`config.mk`:
```
export PLATFORM = sky130hd
export DESIGN_NAME = instruction_memory_responder
export DESIGN_NICKNAME = d
export VERILOG_FILES = /design/src/rtl/instruction_memory_responder.sv
export SDC_FILE = /design/constraint.sdc
export NUM_CORES = 1
export LEC_CHECK = 0
export ABC_AREA = 1
export CAP_MARGIN = 0
export CORE_UTILIZATION = 37
export DETAILED_ROUTE_END_ITERATION = 8
export PLACE_DENSITY = 0.95
export SLEW_MARGIN = 5
export SYNTH_ARGS = -nofsm -noshare
export SYNTH_HDL_FRONTEND = slang
export SYNTH_SLANG_ARGS = --single-unit
export TNS_END_PERCENT = 30
```
`constraint.sdc`:
```
create_clock -name clk_i -period 4.92 [get_ports clk_i]
set_input_delay 1.476 -clock clk_i [delete_from_list [all_inputs] [get_ports clk_i]]
set_output_delay 1.476 -clock clk_i [all_outputs]
set_load 0.02 [all_outputs]
```
`src/rtl/instruction_memory_responder.sv`:
```
// Instruction-fetch refill responder: reads one cache block from a fixed-latency
// pipelined SRAM and streams it back one word per cycle, flagging the last beat.
module instruction_memory_responder #(
    parameter int unsigned  BLOCK_SIZE  = 32,
    parameter logic [31:0]  MEMORY_BASE = 32'h0000_0000,
    parameter int unsigned  MEMORY_SIZE = 2**16,
    parameter int unsigned  MEM_LATENCY = 2,
    localparam int unsigned MEM_AW      = $clog2(MEMORY_SIZE / 4)
) (
    input  logic              clk_i,
    input  logic              rst_n_i,
    input  logic              request_i,
    input  logic [31:0]       address_i,
    input  logic              abort_i,
    output logic              ready_o,
    output logic [31:0]       data_o,
    output logic              valid_o,
    output logic              last_o,
    output logic              error_o,
    output logic              mem_read_o,
    output logic [MEM_AW-1:0] mem_address_o,
    input  logic [31:0]       mem_data_i
);

    localparam int unsigned      BLOCK_WORDS = BLOCK_SIZE / 4;
    localparam int unsigned      CNT_W       = $clog2(BLOCK_WORDS) + 1;
    localparam logic [CNT_W-1:0] LAST_BEAT   = CNT_W'(BLOCK_WORDS - 1);
    localparam logic [31:0]      BLOCK_MASK  = ~(32'(BLOCK_SIZE) - 32'd1);

    typedef enum logic [1:0] {
        IDLE,
        ISSUE,
        DRAIN
    } state_e;

    // Per-beat tag travelling alongside the SRAM read latency.
    typedef struct packed {
        logic live;
        logic last;
        logic err;
    } tag_t;

    state_e                 state_q, state_d;
    logic [CNT_W-1:0]       beat_cnt_q, beat_cnt_d;
    logic [MEM_AW-1:0]      word_base_q, word_base_d;
    logic                   in_range_q, in_range_d;
    tag_t [MEM_LATENCY-1:0] pipe_q, pipe_d;
    logic [32:0]            offset_c;
    logic                   pipe_busy_c;
    tag_t                   pipe_out_c;

    always_comb begin
        state_d       = state_q;
        beat_cnt_d    = beat_cnt_q;
        word_base_d   = word_base_q;
        in_range_d    = in_range_q;
        ready_o       = 1'b0;
        mem_read_o    = 1'b0;
        mem_address_o = '0;
        pipe_busy_c   = 1'b0;
        // 33-bit offset so a block below MEMORY_BASE shows up as a borrow.
        offset_c      = {1'b0, address_i & BLOCK_MASK} - {1'b0, MEMORY_BASE};

        pipe_d[0] = '0;
        for (int i = 1; i < int'(MEM_LATENCY); i++) begin
            pipe_d[i] = pipe_q[i-1];
        end

        unique case (state_q)
            IDLE: begin
                ready_o = 1'b1;
                if (request_i && !abort_i) begin
                    word_base_d = MEM_AW'(offset_c[31:2]);
                    in_range_d  = !offset_c[32] && (offset_c[31:0] < 32'(MEMORY_SIZE));
                    beat_cnt_d  = '0;
                    state_d     = ISSUE;
                end
            end
            ISSUE: begin
                if (abort_i) begin
                    state_d = DRAIN;
                end else begin
                    pipe_d[0].live = 1'b1;
                    pipe_d[0].last = (beat_cnt_q == LAST_BEAT);
                    pipe_d[0].err  = !in_range_q;
                    mem_read_o     = in_range_q;
                    if (in_range_q) begin
                        mem_address_o = word_base_q + MEM_AW'(beat_cnt_q);
                    end
                    beat_cnt_d = beat_cnt_q + CNT_W'(1);
                    if (beat_cnt_q == LAST_BEAT) begin
                        state_d = DRAIN;
                    end
                end
            end
            DRAIN: begin
            end
            default: state_d = IDLE;
        endcase

        // Abort kills every in-flight beat, including the one leaving the pipe now.
        if (abort_i) begin
            for (int i = 0; i < int'(MEM_LATENCY); i++) begin
                pipe_d[i].live = 1'b0;
            end
        end

        for (int i = 0; i < int'(MEM_LATENCY); i++) begin
            pipe_busy_c = pipe_busy_c | pipe_d[i].live;
        end

        if (state_q == DRAIN && !pipe_busy_c) begin
            state_d = IDLE;
        end
    end

    assign pipe_out_c = pipe_q[MEM_LATENCY-1];
    assign valid_o    = pipe_out_c.live && !abort_i;
    assign last_o     = valid_o && pipe_out_c.last;
    assign error_o    = valid_o && pipe_out_c.err;
    assign data_o     = (valid_o && !pipe_out_c.err) ? mem_data_i : 32'h0000_0000;

    always_ff @(posedge clk_i or negedge rst_n_i) begin
        if (!rst_n_i) begin
            state_q     <= IDLE;
            beat_cnt_q  <= '0;
            word_base_q <= '0;
            in_range_q  <= 1'b0;
            pipe_q      <= '0;
        end else begin
            state_q     <= state_d;
            beat_cnt_q  <= beat_cnt_d;
            word_base_q <= word_base_d;
            in_range_q  <= in_range_d;
            pipe_q      <= pipe_d;
        end
    end

endmodule

```
Word level (Yosys, flattened, before mapping)
Index checks and enable logic that the tools add are counted.
{ "word_totals": {"ff_bits": 24, "input_bits": 68, "out_inout_bits": 51, "elab_cells": 56} }
{ "classes": {"n_addsub": 2, "n_lt_le_gt_ge": 1, "eq_ne": 8, "muxes": 19, "bitwise": 1, "n_reduce_logical": 15} }
{ "ops": {"columns": ["cell", "count"], "rows": [
  ["14-bit two-way mux", 3],
  ["32-bit by 17-bit < comparator with 1-bit output, second input constant", 1],
  ["32-bit two-way mux", 1],
  ["14-bit by 4-bit adder with 14-bit output", 1],
  ["2-bit two-way mux", 4],
  ["4-bit two-way mux", 2],
  ["4-bit case mux with 2 select lines", 1],
  ["1-bit logical AND", 6],
  ["3-bit two-way mux", 2],
  ["2-bit case mux with 3 select lines", 1],
  ["3-bit AND reduction", 2],
  ["1-bit two-way mux", 5],
  ["4-bit by 1-bit adder with 4-bit output, second input constant", 1],
  ["4-bit by 3-bit equality test with 1-bit output, second input constant", 1],
  ["1-bit logical NOT", 4],
  ["2-bit != test, second input constant", 2],
  ["4-bit != test, second input constant", 1],
  ["3-bit != test, second input constant", 1],
  ["2-bit by 1-bit equality test with 1-bit output, second input constant", 1],
  ["2-bit equality test, second input constant", 1],
  ["2-bit logical NOT", 1],
  ["2-bit by 1-bit != test with 1-bit output, second input constant", 1],
  ["2-bit AND reduction", 1],
  ["2-bit nonzero test", 1],
  ["1-bit bitwise OR", 1]
]} }

Depth between registers and ports, before layout
Gate-level depths: netlist (run 1).
{ "depth": {"depth_word": 9, "ltp_mapped": 7, "ltp_nobuf": 7} }

Worst setup path after synthesis (run 1)
No wires, ideal clock.
{ "synth_path": {"kind": "input to output", "from": "input port abort_i", "to": "output port mem_address_o[8]", "arrival_ns": 2.441, "t_required_ns": 3.444, "setup_slack_ns": 1.003, "stages": 5, "path_buffers": 0, "cell_sequence": "inv_2 -> nand2_1 -> nor2_4 -> inv_4 -> nor3_1"} }
{ "synth_between": {"elab_chain_cells": 2} }
{ "synth_lines": {"columns": ["item", "line_no", "rtl"], "rows": [
  ["from (decl)", "14", "input logic abort_i,"],
  ["14-bit two-way mux", "80", "if (abort_i) begin"],
  ["14-bit two-way mux", "69", "unique case (state_q)"],
  ["to (decl)", "21", "output logic [MEM_AW-1:0] mem_address_o,"]
]} }
No other way between the ends.

Worst setup path in the final report (run 1)
Same ends and word-level chain as after synthesis.

==> reports/metrics.yaml, run 1 <==
status: "complete, no violations"
power.clock.fraction_pct: 28.3
hold_class: "register to register"
power_frac_seq_pct: 43.7
root_buffer: "clkbuf_8"
drc_errors: 0
fin_util_pct: 69.5
grtUsageTotal_pct: 20.1
leakage_nw: 1.33
tightest_slew_ns: 1.07
core-area_sq_mm: 0.00403
h-tree-depth: 1
via_per_inst: 4.58
fmax_ghz: 0.209
drv_slew: 0
dieWidth_um: 67.0
rsz0062_at_grt: "false"
hpwl_mm: 3.57
grt_pass1_vias: 1714
final_common_cell: "clkdlybuf4s50_1"
antenna_cells_inserted: 0
critical_path_class: "input pin to primary output"
port_buffers: 113
max_cap_viol_count: 0
power_frac_comb_pct: 27.9
layout-area-overhead-vs-synth_pct: 79.0
grt-ovfl-total: 0
start_util_pct: 38.8
ant_nets: 0
worst-path-max-fanout: 7
die-height_um: 67.0
cts_hold_buf: 0
ys_ff_latch: 24
timing.slew.headroom_pct: 28.1
drive_above_1_share_pct: 3.59
wirelength_mm: 4.41
syn_nets: 320
skew_ns: 0.00268
ys_seq_area_share_pct: 38.4
final_nets: 434
tns_ns: 0
power_switching_mw: 0.186
num_rows: 23
die_area_sq_mm: 0.00449
drt_iter0_drc: 53
power.density_mw_per_mm2: 219
io_pins: 119
gp_congestion: 0.883
finalSetupViolations: 0
nFillCells: 322
switching_share_pct: 30.3
synth.cell_area_sq_mm: 0.00156
cts_buffer_depth: 2
cts_tree: "built"
clk_latency_ns: 0.27
worst_setup_path_end_kind: "primary output"
synth_warnings: 0
grt_start_max_net_pins: 33
syn_avg_cell_area_sq_um: 6.28
synthDistinctLibCells: 18
fin_crit_ns: 4.78
ir_drop_mv: 0.177
cell_internal_pwr_mw: 0.427
cp.required_ns: 3.44
cts.sinks: 24
whs_ns: 0.352
num_vias: 1886
antenna_found_initial: 0
mostFrequentLayoutCells: "clkdlybuf4s50_1, nor2_1, nand2_1"
hold_violations: 0
clk_transition_reported_paths_ns: 0.09
postSynthCellCount: 249
drtPass1Iterations: 5
p_total_mw: 0.613
fin_crit_sh_pct: 97.1
worstPathArrival_ns: 3.30
avgRoutedWirePerCell_um: 10.7
cp-start-kind: "input pin"
numCtsBuffers: 3
grt_pass1_wl_mm: 6.96
-- worst max-delay path: stages --
cell             delay [ns]
clkdlybuf4s50_1        0.48
inv_2                  0.11
nand2_1                0.08
nor2_4                 0.21
inv_4                  0.09
nor3_1                 0.21
clkdlybuf4s50_1        0.64
-- registers in the layout, indices dropped and copies added, names as in the netlist --
register,cells
word_base_q,11
beat_cnt_q,4
pipe_out_c,3
pipe_d,2
state_q,2
in_range_q,1
pipe_q,1
-- cells in the mapped netlist --
library cell | instances | area share (%)
buf_4 | 4 | 1.9
nor2_4 | 1 | 0.72
nor2_1 | 70 | 17
nand3_1 | 9 | 2.9
nand4_1 | 1 | 0.40
o21ai_1 | 1 | 0.32
nor2_2 | 1 | 0.40
a21oi_1 | 7 | 2.2
nand2_1 | 52 | 12
o21ai_0 | 13 | 4.2
inv_1 | 50 | 12
ha_1 | 3 | 2.4
inv_2 | 1 | 0.24
nor3_1 | 6 | 1.9
inv_4 | 2 | 0.80
buf_6 | 1 | 0.72
dfrtp_1 | 24 | 38
nand2_2 | 3 | 1.2
-- layout make-up --
class | instances | area [sq um] | area share (%)
inverter | 53 | 204 | 7.28
sequential | 24 | 601 | 21.4
timing repair buffer | 114 | 1140 | 40.7
clock inverter | 1 | 30.0 | 1.07
clock buffer | 3 | 41.3 | 1.47
multi-input combinational | 167 | 723 | 25.8
tap | 50 | 62.6 | 2.23
-- through the flow --
| step | instances | area (sq um) | setup WS [ns] |
|---|---|---|---|
| detailed placement | 408 | 2720 | 0.0444 |
| floorplan | 249 | 1560 | 1.00 |
| CTS | 412 | 2800 | 0.0376 |
| finish | 412 | 2800 | 0.144 |
| global route | 412 | 2800 | 0.0360 |
| global placement | 408 | 2720 | 0.110 |
-- worst paths after layout --
path,end,cells after the start,startpoint,slack [ns]
max in group asynchronous,pipe_d[4],1,rst_n_i,2.49
min,pipe_out_c[0],0,pipe_d[3],0.35
min in group asynchronous,word_base_q[13],1,rst_n_i,1.78
max,mem_address_o[8],7,abort_i,0.14
min reg2reg,pipe_out_c[0],0,pipe_d[3],0.35
max reg2reg,beat_cnt_q[2],5,state_q[1],3.64
-- cell families (layout without fill, tap and decap cells) --
kind of cell,after synthesis,after routing,share of synthesized area [%]
and+or+nand+nor,143,143,36.8
DFF,24,24,38.4
buffers and inverters,58,171,15.7
AOI/OAI and AO/OA,21,21,6.72
adders and majority gates,3,3,2.40
-- routing by layer --
layer	part of all wire [%]	vias up	global-route usage, %
met2	52	93	40.4
met1	36	827	19.3
met5	0	-	0
li1	-	960	-
met3	11	6	4.97
met4	1.1	0	6.38
-- power groups by stage --
stage | logic (mW) | registers (mW) | clock network (mW)
CTS | 0.172 | 0.267 | 0.174
finish | 0.171 | 0.268 | 0.174
global route | 0.194 | 0.273 | 0.184
floorplan | 0.0917 | 0.261 | 0
global placement | 0.164 | 0.267 | 0
detailed placement | 0.171 | 0.270 | 0
-- repair_timing --
item	CTS	global route
resized for setup	0	1
setup buffers	0	0
hold endpoints to repair	0	0
endpoints found under the setup margin	0	32
Note: power is estimated with default switching activity, not from simulation.
==> run 2, diff against run 1 <==
Settings changed: CORE_ASPECT_RATIO from default to 0.75, CORE_UTILIZATION 37 to 34, PLACE_DENSITY 0.95 to 0.91.
Clock period 4.92 ns to 5.1 ns, I/O delays scaled along.
==> reports/metrics.yaml, run 2 (same netlist as run 1, synthesis figures left out) <==
grt-ovfl-total: 0
max_cap_viol_count: 0
worst-path-max-fanout: 9
critPathLaunch: "abort_i"
cp.buffers_inverters: 4
ir_drop_mv: 0.136
rsz0062_at_grt: "false"
grt_start_max_net_pins: 33
regMostFlops: "word_base_q"
finalSetupViolations: 0
final_common_cell: "clkdlybuf4s50_1"
cp_top_family: "buffers and inverters"
tns_ns: 0
status: "complete, no violations"
worst_setup_path_end_kind: "primary output"
final_nets: 433
cts_hold_buf: 0
dieWidth_um: 80.3
worstPathArrival_ns: 3.38
drv_slew: 0
cell_internal_pwr_mw: 0.360
hold_class: "register to register"
drc_errors: 0
layout-area-overhead-vs-synth_pct: 77.0
gp_congestion: 0.824
cts_tree: "built"
fmax_ghz: 0.204
tightest_slew_ns: 1.04
final_area_sq_mm: 0.00277
leakage_nw: 1.31
die-height_um: 60.7
cts_buffer_depth: 2
mostFrequentLayoutCells: "clkdlybuf4s50_1, nor2_1, nand2_1"
fin_crit_sh_pct: 96.3
drtPass1Iterations: 4
grt_pass1_vias: 1682
critical_path_class: "input pin to primary output"
die_area_sq_mm: 0.00488
critical_path.most_common_cell: "clkdlybuf4s50_1"
numCtsBuffers: 3
hold_violations: 0
hp-start: "pipe_d[3]"
power_frac_seq_pct: 49.0
cts_resized: 0
core-area_sq_mm: 0.00423
num_vias: 1850
start_util_pct: 37.0
skew_ns: 0.00217
port_buffers: 113
hpwl_mm: 3.70
post-cts-setup-buffer-count: 0
drive_above_1_share_pct: 3.06
clk_latency_ns: 0.26
antenna_cells_inserted: 0
antenna_found_initial: 0
power_switching_mw: 0.169
switching_share_pct: 31.9
crit_chain: "clkdlybuf4s50_1, inv_2, nand2_1, nor2_4, inv_4, nor3_1, clkdlybuf4s50_1"
power_frac_comb_pct: 30.9
avgRoutedWirePerCell_um: 10.5
grtUsageTotal_pct: 19.4
largest_reg_flops: 11
worst_path_max_delay_cell: "clkdlybuf4s50_1"
grt_pass1_wl_mm: 7.19
cts.sinks: 24
place_area_sq_mm: 0.00272
via_per_inst: 4.46
reg2reg_from: "state_q[1]"
ant_nets: 0
cp-start-kind: "input pin"
power.density_mw_per_mm2: 191
fin_crit_ns: 4.91
timing.slew.headroom_pct: 30.4
root_buffer: "clkbuf_8"
num_rows: 20
cp.required_ns: 3.57
io_pins: 119
power.clock.fraction_pct: 20.1
wirelength_mm: 4.37
h-tree-depth: 1
nFillCells: 363
slowest_delay_ns: 0.65
drt_iter0_drc: 105
clk_transition_reported_paths_ns: 0.08
==> run 2: cell count changes in the layout (fill, tap and decap cells not counted) <==
| cell | before | now |
|---|---|---|
| buf_4 | 1 | 0 |
| bufinv_16 | 1 | 0 |
==> run 2: cell type report <==
cell class / instances / area [sq um] / share of cell area, %
Clock buffer: 3 / 41.3 / 1.49
Inverter: 53 / 204 / 7.37
Multi-Input combinational cell: 167 / 723 / 26.1
Sequential cell: 24 / 601 / 21.7
Tap cell: 55 / 68.8 / 2.49
Timing Repair Buffer: 113 / 1130 / 40.8
==> run 2: layer usage <==
layer  global-route usage (%)  share of wire (%)  wire length (um)  up-vias
met5                        0                  0                 0        -
met4                     6.63                1.1                49        0
met3                     3.61                 10               441        4
met2                     36.6                 47              2040       88
met1                     22.4                 42              1840      797
li1                         -                  -                 -      961
==> run 2: power groups by stage <==
stage | combinational (mW) | sequential (mW) | clock, mW
global route | 0.187 | 0.264 | 0.119
floorplan | 0.0884 | 0.252 | 0
CTS | 0.164 | 0.258 | 0.110
global placement | 0.159 | 0.259 | 0
detailed placement | 0.164 | 0.262 | 0
finish | 0.163 | 0.259 | 0.106
==> run 2: metrics by stage <==
| step | utilization (%) | setup slack (ns) | cells | hold WS, ns | power [mW] |
|---|---|---|---|---|---|
| after floorplan | - | 1.07 | 249 | 0.331 | 0.340 |
| after global placement | 64.4 | 0.139 | 412 | 0.333 | 0.418 |
| after detailed placement | 64.4 | 0.107 | 412 | 0.342 | 0.425 |
| after CTS | 65.4 | 0.113 | 415 | 0.360 | 0.532 |
| after global routing | 65.5 | 0.0433 | 415 | 0.365 | 0.570 |
| final | 65.5 | 0.188 | 415 | 0.357 | 0.528 |
==> run 2: path summary, 6_finish.rpt <==
path	end	slack, ns	depth (start not counted)
setup / recovery	mem_address_o[9]	0.19	7
hold / removal	pipe_out_c[0]	0.36	0
setup reg to reg	beat_cnt_q[2]	3.88	5
hold reg to reg	pipe_out_c[0]	0.36	0
max in group asynchronous	in_range_q	2.64	1
min in group asynchronous	word_base_q[12]	1.84	1
==> run 2: worst register-to-register path, cell delays in order, from the launching register on <==
cell	delay, ns
dfrtp_1	0.42
nor2_1	0.18
nand2_2	0.19
nand2_1	0.17
nand2_1	0.06
a21oi_1	0.13
